$ cat src/rtl/config_port_arbiter_pkg.sv
`default_nettype none
// +----------------------------------------------------------------------------+
// | Package : config_port_arbiter_pkg                                          |
// | Shared encodings for the configuration write-port arbiter: owner codes,    |
// | arbiter states and a small drop-tally helper.                              |
// | Revision: 1.0 - initial release                                            |
// +----------------------------------------------------------------------------+
package config_port_arbiter_pkg;

  // Owner codes double as priority rank: a lower non-zero code wins.
  localparam logic [1:0] OWNER_NONE = 2'd0;
  localparam logic [1:0] OWNER_UART = 2'd1;
  localparam logic [1:0] OWNER_BB   = 2'd2;
  localparam logic [1:0] OWNER_CPU  = 2'd3;

  typedef enum logic [1:0] {
    ST_IDLE   = 2'd0,
    ST_SWITCH = 2'd1,
    ST_OWN    = 2'd2
  } arbState_t;

  // Number of words discarded in one cycle: lost strobes plus a flushed pend word.
  function automatic logic [2:0] dropTally(input logic [3:0] lost, input logic flush);
    logic [2:0] n;
    n = {2'b00, flush};
    for (int i = 0; i < 4; i++) begin
      n = n + {2'b00, lost[i]};
    end
    return n;
  endfunction

endpackage
`default_nettype wire

$ cat src/rtl/config_port_arbiter_pend.sv
`default_nettype none
// +----------------------------------------------------------------------------+
// | Module  : config_port_arbiter_pend                                         |
// | One-deep valid+data holding register. Load wins over flush so a word can   |
// | be consumed and replaced in the same cycle.                                |
// | Revision: 1.0 - initial release                                            |
// +----------------------------------------------------------------------------+
module config_port_arbiter_pend #(
  parameter int DATA_WIDTH = 32
) (
  input  logic                  clk,
  input  logic                  resetn,
  input  logic                  i_load,
  input  logic [DATA_WIDTH-1:0] i_loadData,
  input  logic                  i_flush,
  output logic                  o_valid,
  output logic [DATA_WIDTH-1:0] o_data
);

  logic                  r_valid;
  logic [DATA_WIDTH-1:0] r_data;

  // Hold one pending word; a load replaces it, a flush (consume or discard) empties it.
  always_ff @(posedge clk or negedge resetn) begin
    if (!resetn) begin
      r_valid <= 1'b0;
      r_data  <= '0;
    end else if (i_load) begin
      r_valid <= 1'b1;
      r_data  <= i_loadData;
    end else if (i_flush) begin
      r_valid <= 1'b0;
    end
  end

  assign o_valid = r_valid;
  assign o_data  = r_data;

endmodule
`default_nettype wire

$ cat src/rtl/config_port_arbiter.sv
`default_nettype none
// +----------------------------------------------------------------------------+
// | Module  : config_port_arbiter                                              |
// | Session-based arbiter sharing the ConfigFSM write port between UART,       |
// | BitBang and CPU self-write. One owner at a time, FSM_Reset pulse on every  |
// | ownership change, 1-deep pending buffer, saturating drop counter.          |
// | Revision: 1.0 - initial release                                            |
// +----------------------------------------------------------------------------+
module config_port_arbiter
  import config_port_arbiter_pkg::*;
#(
  parameter int DATA_WIDTH      = 32,
  parameter int CPU_IDLE_CYCLES = 64,
  parameter int DROP_CNT_WIDTH  = 8
) (
  input  logic                      CLK,
  input  logic                      resetn,
  input  logic                      UartActive,
  input  logic [DATA_WIDTH-1:0]     UartWriteData,
  input  logic                      UartWriteStrobe,
  input  logic                      BBActive,
  input  logic [DATA_WIDTH-1:0]     BBWriteData,
  input  logic                      BBWriteStrobe,
  input  logic [DATA_WIDTH-1:0]     SelfWriteData,
  input  logic                      SelfWriteStrobe,
  output logic [DATA_WIDTH-1:0]     ConfigWriteData,
  output logic                      ConfigWriteStrobe,
  output logic                      FSM_Reset,
  output logic [1:0]                Owner,
  output logic                      Busy,
  output logic [DROP_CNT_WIDTH-1:0] DropCount
);

  localparam int IDLE_CNT_W = $clog2(CPU_IDLE_CYCLES + 1);
  localparam int DROP_SUM_W = DROP_CNT_WIDTH + 3;
  localparam logic [IDLE_CNT_W-1:0] IDLE_LIMIT = IDLE_CNT_W'(CPU_IDLE_CYCLES);

  arbState_t               r_state, w_nextState;
  logic [1:0]              r_owner, w_nextOwner, w_winner;
  logic [IDLE_CNT_W-1:0]   r_idleCnt, w_idleNext, w_idleInc;
  logic [DROP_CNT_WIDTH-1:0] r_dropCnt;
  logic [DROP_SUM_W-1:0]   w_dropSum;
  logic [2:0]              w_dropInc;
  logic [DATA_WIDTH-1:0]   r_outData, w_outDataNext;
  logic                    r_outStrobe, w_outStrobeNext;

  // Per-source views indexed by owner code; slot 0 (NONE) never strobes.
  logic [3:0]              w_strb, w_keep;
  logic [DATA_WIDTH-1:0]   w_srcData [4];
  logic                    w_ownActive, w_preempt, w_release, w_flushDrop;

  logic                    w_pendLoad, w_pendFlush, w_pendValid;
  logic [DATA_WIDTH-1:0]   w_pendLoadData, w_pendData;

  assign w_strb       = {SelfWriteStrobe, BBWriteStrobe, UartWriteStrobe, 1'b0};
  assign w_srcData[0] = '0;
  assign w_srcData[1] = UartWriteData;
  assign w_srcData[2] = BBWriteData;
  assign w_srcData[3] = SelfWriteData;
  assign w_idleInc    = r_idleCnt + 1'b1;

  config_port_arbiter_pend #(.DATA_WIDTH(DATA_WIDTH)) u_pend (
    .clk        (CLK),
    .resetn     (resetn),
    .i_load     (w_pendLoad),
    .i_loadData (w_pendLoadData),
    .i_flush    (w_pendFlush),
    .o_valid    (w_pendValid),
    .o_data     (w_pendData)
  );

  // Fixed-priority winner among current requesters (UART > BB > CPU).
  always_comb begin
    w_winner = OWNER_NONE;
    if (UartActive)           w_winner = OWNER_UART;
    else if (BBActive)        w_winner = OWNER_BB;
    else if (SelfWriteStrobe) w_winner = OWNER_CPU;
  end

  // Owner's session request level, and the preempt / release conditions while owning.
  always_comb begin
    w_ownActive = 1'b0;
    if (r_owner == OWNER_UART)    w_ownActive = UartActive;
    else if (r_owner == OWNER_BB) w_ownActive = BBActive;
    w_preempt = (UartActive && (r_owner != OWNER_UART)) ||
                (BBActive && (r_owner == OWNER_CPU));
    if (r_owner == OWNER_CPU) w_release = !SelfWriteStrobe && (w_idleInc == IDLE_LIMIT);
    else                      w_release = !w_ownActive && !w_pendValid;
  end

  // Next state, ownership, pend control and output word for the coming cycle.
  always_comb begin
    w_nextState     = r_state;
    w_nextOwner     = r_owner;
    w_pendLoad      = 1'b0;
    w_pendLoadData  = w_srcData[r_owner];
    w_pendFlush     = 1'b0;
    w_keep          = '0;
    w_flushDrop     = 1'b0;
    w_outStrobeNext = 1'b0;
    w_outDataNext   = r_outData;
    w_idleNext      = '0;
    case (r_state)
      ST_IDLE: begin
        if (w_winner != OWNER_NONE) begin
          w_nextState = ST_SWITCH;
          w_nextOwner = w_winner;
          if (w_strb[w_winner]) begin
            w_pendLoad         = 1'b1;
            w_pendLoadData     = w_srcData[w_winner];
            w_keep[w_winner]   = 1'b1;
          end
        end
      end
      ST_SWITCH: begin
        w_nextState = ST_OWN;
        if (w_strb[r_owner] && !w_pendValid) begin
          w_pendLoad      = 1'b1;
          w_keep[r_owner] = 1'b1;
        end
      end
      ST_OWN: begin
        if (w_preempt) begin
          // Old session's buffered word is discarded; the newcomer's word is kept.
          w_nextState = ST_SWITCH;
          w_nextOwner = w_winner;
          w_pendFlush = 1'b1;
          w_flushDrop = w_pendValid;
          if (w_strb[w_winner]) begin
            w_pendLoad       = 1'b1;
            w_pendLoadData   = w_srcData[w_winner];
            w_keep[w_winner] = 1'b1;
          end
        end else begin
          if (w_pendValid) begin
            w_outStrobeNext = 1'b1;
            w_outDataNext   = w_pendData;
            if (w_strb[r_owner]) begin
              w_pendLoad      = 1'b1;
              w_keep[r_owner] = 1'b1;
            end else begin
              w_pendFlush = 1'b1;
            end
          end else if (w_strb[r_owner]) begin
            w_outStrobeNext = 1'b1;
            w_outDataNext   = w_srcData[r_owner];
            w_keep[r_owner] = 1'b1;
          end
          if (r_owner == OWNER_CPU) w_idleNext = SelfWriteStrobe ? '0 : w_idleInc;
          if (w_release) begin
            w_idleNext = '0;
            if (w_winner != OWNER_NONE) begin
              // A waiting lower source takes over directly: one handover pulse only.
              w_nextState = ST_SWITCH;
              w_nextOwner = w_winner;
              if (w_strb[w_winner]) begin
                w_pendLoad       = 1'b1;
                w_pendLoadData   = w_srcData[w_winner];
                w_keep[w_winner] = 1'b1;
              end
            end else begin
              w_nextState = ST_IDLE;
              w_nextOwner = OWNER_NONE;
            end
          end
        end
      end
      default: begin
        w_nextState = ST_IDLE;
        w_nextOwner = OWNER_NONE;
      end
    endcase
  end

  // Session state register: FSM state, current owner and CPU idle counter.
  always_ff @(posedge CLK or negedge resetn) begin
    if (!resetn) begin
      r_state   <= ST_IDLE;
      r_owner   <= OWNER_NONE;
      r_idleCnt <= '0;
    end else begin
      r_state   <= w_nextState;
      r_owner   <= w_nextOwner;
      r_idleCnt <= w_idleNext;
    end
  end

  // Registered write port toward ConfigFSM; data holds between strobes.
  always_ff @(posedge CLK or negedge resetn) begin
    if (!resetn) begin
      r_outStrobe <= 1'b0;
      r_outData   <= '0;
    end else begin
      r_outStrobe <= w_outStrobeNext;
      r_outData   <= w_outDataNext;
    end
  end

  assign w_dropInc = dropTally(w_strb & ~w_keep, w_flushDrop);
  assign w_dropSum = {3'b000, r_dropCnt} + {{DROP_CNT_WIDTH{1'b0}}, w_dropInc};

  // Saturating count of every strobe or buffered word that never reaches ConfigFSM.
  always_ff @(posedge CLK or negedge resetn) begin
    if (!resetn) begin
      r_dropCnt <= '0;
    end else if (w_dropSum[DROP_SUM_W-1:DROP_CNT_WIDTH] != 3'b000) begin
      r_dropCnt <= '1;
    end else begin
      r_dropCnt <= w_dropSum[DROP_CNT_WIDTH-1:0];
    end
  end

  assign ConfigWriteData   = r_outData;
  assign ConfigWriteStrobe = r_outStrobe;
  assign FSM_Reset         = (r_state == ST_SWITCH);
  assign Owner             = r_owner;
  assign Busy              = (r_owner != OWNER_NONE);
  assign DropCount         = r_dropCnt;

endmodule
`default_nettype wire

$ cat config.mk
export PLATFORM = sky130hd
export DESIGN_NAME = config_port_arbiter
export DESIGN_NICKNAME = d
export VERILOG_FILES = /design/src/rtl/config_port_arbiter_pkg.sv /design/src/rtl/config_port_arbiter_pend.sv /design/src/rtl/config_port_arbiter.sv
export SDC_FILE = /design/constraint.sdc
export NUM_CORES = 1
export LEC_CHECK = 0
export BUFFER_PORTS_ARGS = -buffer_cell sky130_fd_sc_hd__buf_2
export CORE_MARGIN = 4
export CORE_UTILIZATION = 45
export DETAILED_ROUTE_END_ITERATION = 8
export PLACE_DENSITY = 0.8
export SLEW_MARGIN = 20
export SYNTH_ARGS = -nofsm -noshare
export SYNTH_HDL_FRONTEND = slang
export SYNTH_SLANG_ARGS = --single-unit
$ cat constraint.sdc
create_clock -name CLK -period 3.2 [get_ports CLK]
set_input_delay 0.64 -clock CLK [delete_from_list [all_inputs] [get_ports CLK]]
set_output_delay 0.64 -clock CLK [all_outputs]
set_load 0.05 [all_outputs]
==> impl_metrics.tcl <==
set metrics [dict create \
    io_buffers 147 \
    fp.dieW_um 121 \
    switchingPower_w 0.00342 \
    end_kind "flop" \
    synthTopCellsByArea "dfrtp_1 37%, mux2i_1 12%, mux2_4 7.0%" \
    seqPwrFrac 0.259 \
    synth_edf_count 0 \
    grt_max_degree 59 \
    ys_warn_count 0 \
    grt_pass1_wl_um 26600 \
    clk_pin_slew_ns 0.06 \
    ir_drop_mv 0.768 \
    period_minus_slack_ns 3.15 \
    status "complete, no violations" \
    areaGrowthSynthToFinish_pct 23.6 \
    num_io_pins 148 \
    cts_tree "yes" \
    vias 5401 \
    cp_max_fo 4 \
    insertion_delay_ns 0.35 \
    slowest_delay_ns 0.49 \
    drv_cap 0 \
    syn_inst 632 \
    detail-route-antenna-nets 0 \
    finalWeightedCongestion 0.888 \
    ctsHtreeMaxLevel 3 \
    drive_gt1_frac 0.341 \
    synth_top_area_share 0.367 \
    r2r_slack_ns 0.05 \
    design_area_sq_um 7160 \
    clock-root-buffer "clkbuf_16" \
    ys_async_sr_fraction 1.00 \
    vias_per_cell 5.70 \
    cts_buffer_depth 2 \
    first_pass_iters 5 \
    syn_area_per_cell_sq_um 9.16 \
    crit_arrival_ns 3.42 \
    comb_power_share 0.607 \
    synth.largest_area_cell "dfrtp_1" \
    finalPower_w 0.00719 \
    report.final.slew_viol_count 0 \
    ys_ff_latch 85 \
    cp.required_ns 3.47 \
    rsz0062_at_grt "true" \
    clockPowerShare 0.134 \
    synth_flop_cell "dfrtp_1" \
    final_cell_mix "146 x buf_2, 80 x dfrtp_1, 76 x nor2_1" \
    cp-start-kind "flop" \
    drc 0 \
    setup_viol 0 \
    power_density_nw_per_um2 1000 \
    routed_wl_um 16800 \
    die_h_um 121 \
    num_antenna_cells 0 \
    fmax_ghz 0.317 \
    slowest_stage "fa_1" \
    initial_core_util 0.459 \
    p_sw_frac 0.476 \
    layout_commonest_cell "buf_2" \
    slew_headroom 0.363 \
    hold_class "primary input to async pin" \
    drtIter0Drc 451 \
    core_area_sq_um 12600 \
    grt-ovfl-total 0 \
    setup.worst_path.class "flop to flop" \
    p_leak_nw 3.39 \
    final_util 0.567 \
    nFillCells 1162 \
    tightest_slew_ns 0.952 \
    antenna_found_initial 0 \
    fin_worst_skew_ns 0.00838 \
    grt_pass1_vias 5340 \
    die-area_sq_um 14700 \
    synth_fp_nets 741 \
    finalHoldViolCount 0 \
    numClockSinks 85 \
    dpl-instance-area_sq_um 6810 \
    grt.total_usage 0.225 \
    path_cells "ha_4 > nand2_4 > o21a_1 > o211ai_2 > o21ai_1 > nand3_1 > nand4_1 > fa_1 > inv_1 > fa_2 > fa_2 > and3_4 > nand3_2 > nor3_1 > a21oi_1" \
    hpwlAfterDp_um 11700 \
    cts_buffers 9 \
    whs_ns 0.351 \
    cp_common_cell "fa_2" \
    nets 881 \
    yosysSeqAreaShare 0.367 \
    num_rows 41 \
    synth.distinct_cells 56 \
    power.internal_w 0.00377 \
    synth_area_sq_um 5790 \
    routedWlPerCell_um 17.7 \
    min_period_over_period 0.985 \
]
## per-stage QoR
stage	worst slack, ns	std cells	TNS, ns
after detailed placement	-0.245	932	-1.68
after global placement	-0.187	932	-1.24
after CTS	0.00747	947	0
final	0.0479	948	0
after floorplan	-0.116	632	-0.741
after global routing	-0.115	948	-0.382
## cells in the mapped netlist, types with 3 or more instances
cell type,instances
nor3_1,4
a21oi_1,65
buf_1,9
ha_1,3
o21ai_1,18
o21ai_0,52
xnor2_1,4
nand3b_1,4
mux2_4,27
mux2i_1,70
mux2_2,5
inv_1,9
o31ai_1,3
buf_2,7
nor2_1,76
nand3_1,10
clkbuf_1,31
a22oi_1,3
a221o_1,29
a221oi_1,3
and3_1,4
dfrtp_1,85
nand2b_1,4
a31oi_1,6
nand2_1,45
o2bb2ai_1,4
inv_2,4
o21a_1,3
nor2b_1,8
buf_6,4
fa_1,3
## kinds of logic after synthesis
| family | after synthesis | synth area share |
|---|---|---|
| DFF | 85 | 0.367 |
| and+or+nand+nor | 164 | 0.124 |
| xor gates and xnor gates | 6 | 0.00908 |
| muxes | 102 | 0.201 |
| buffers and inverters | 67 | 0.0542 |
| AOI/OAI and AO/OA | 202 | 0.228 |
| adders and majority gates | 6 | 0.0169 |
## cell type report
cell class / instances / area [sq um] / share of cell area
Inverter: 13 / 48.8 / 0.00682
Multi-Input combinational cell: 480 / 3460 / 0.484
Timing Repair Buffer: 183 / 1030 / 0.144
Clock buffer: 10 / 229 / 0.0320
Tap cell: 172 / 215 / 0.0301
Sequential cell: 85 / 2130 / 0.298
Clock inverter: 5 / 37.5 / 0.00524
## worst max-delay path: cells and delay by family, from the launching register on
kind,cells,cell delay (ns)
adder cells (fa/ha/maj),4,1.40
AO/OA/AOI/OAI,4,0.61
buffers and inverters,1,0.05
AND/OR/NAND/NOR,6,0.61
flip-flops,1,0.42
## state kept, by name (all words and copies together), names as in the netlist
| name | flops |
|---|---|
| r_idleCnt | 7 |
| ConfigWriteStrobe | 1 |
| r_state | 2 |
| ConfigWriteData | 32 |
| Owner | 2 |
| DropCount | 8 |
| u_pend.o_data | 32 |
| u_pend.o_valid | 1 |
## timing repair
action,CTS,global route
gates resized for setup,2,16
hold buffers,0,0
buffers inserted,0,1
endpoints found under the setup margin,6,8
pin swaps,2,1
## path summary, 6_finish.rpt
| check | depth (start not counted) | end | start |
|---|---|---|---|
| max reg2reg | 15 | DropCount[6]$_DFF_PN0_ | r_idleCnt[0]$_DFF_PN0_ |
| min reg2reg | 2 | ConfigWriteData[3]$_DFFE_PN0P_ | ConfigWriteData[3]$_DFFE_PN0P_ |
| min | 1 | u_pend.o_data[14]$_DFFE_PN0P_ | resetn |
| max | 15 | DropCount[6]$_DFF_PN0_ | r_idleCnt[0]$_DFF_PN0_ |
| max in group asynchronous | 2 | u_pend.o_data[29]$_DFFE_PN0P_ | resetn |
| min in group CLK | 2 | ConfigWriteData[3]$_DFFE_PN0P_ | ConfigWriteData[3]$_DFFE_PN0P_ |
## power groups by stage
stage                     sequential, W  clock (W)  combinational [W]
after floorplan                 0.00255          0            0.00260
after global placement          0.00185          0            0.00422
after detailed placement        0.00186          0            0.00430
after CTS                       0.00185   0.000989            0.00432
after global routing            0.00192    0.00104            0.00470
final                           0.00186   0.000962            0.00436
## per-layer routing
layer | part of all wire | wire [um] | vias to the layer above | GRT usage
met3 | 0.069 | 1150 | 34 | 0.0331
li1 | - | - | 2569 | -
met1 | 0.43 | 7170 | 2573 | 0.289
met5 | 0 | 0 | - | 0
met2 | 0.48 | 8040 | 225 | 0.383
met4 | 0.024 | 395 | 0 | 0.0868
(Power assumes the default switching activity.)
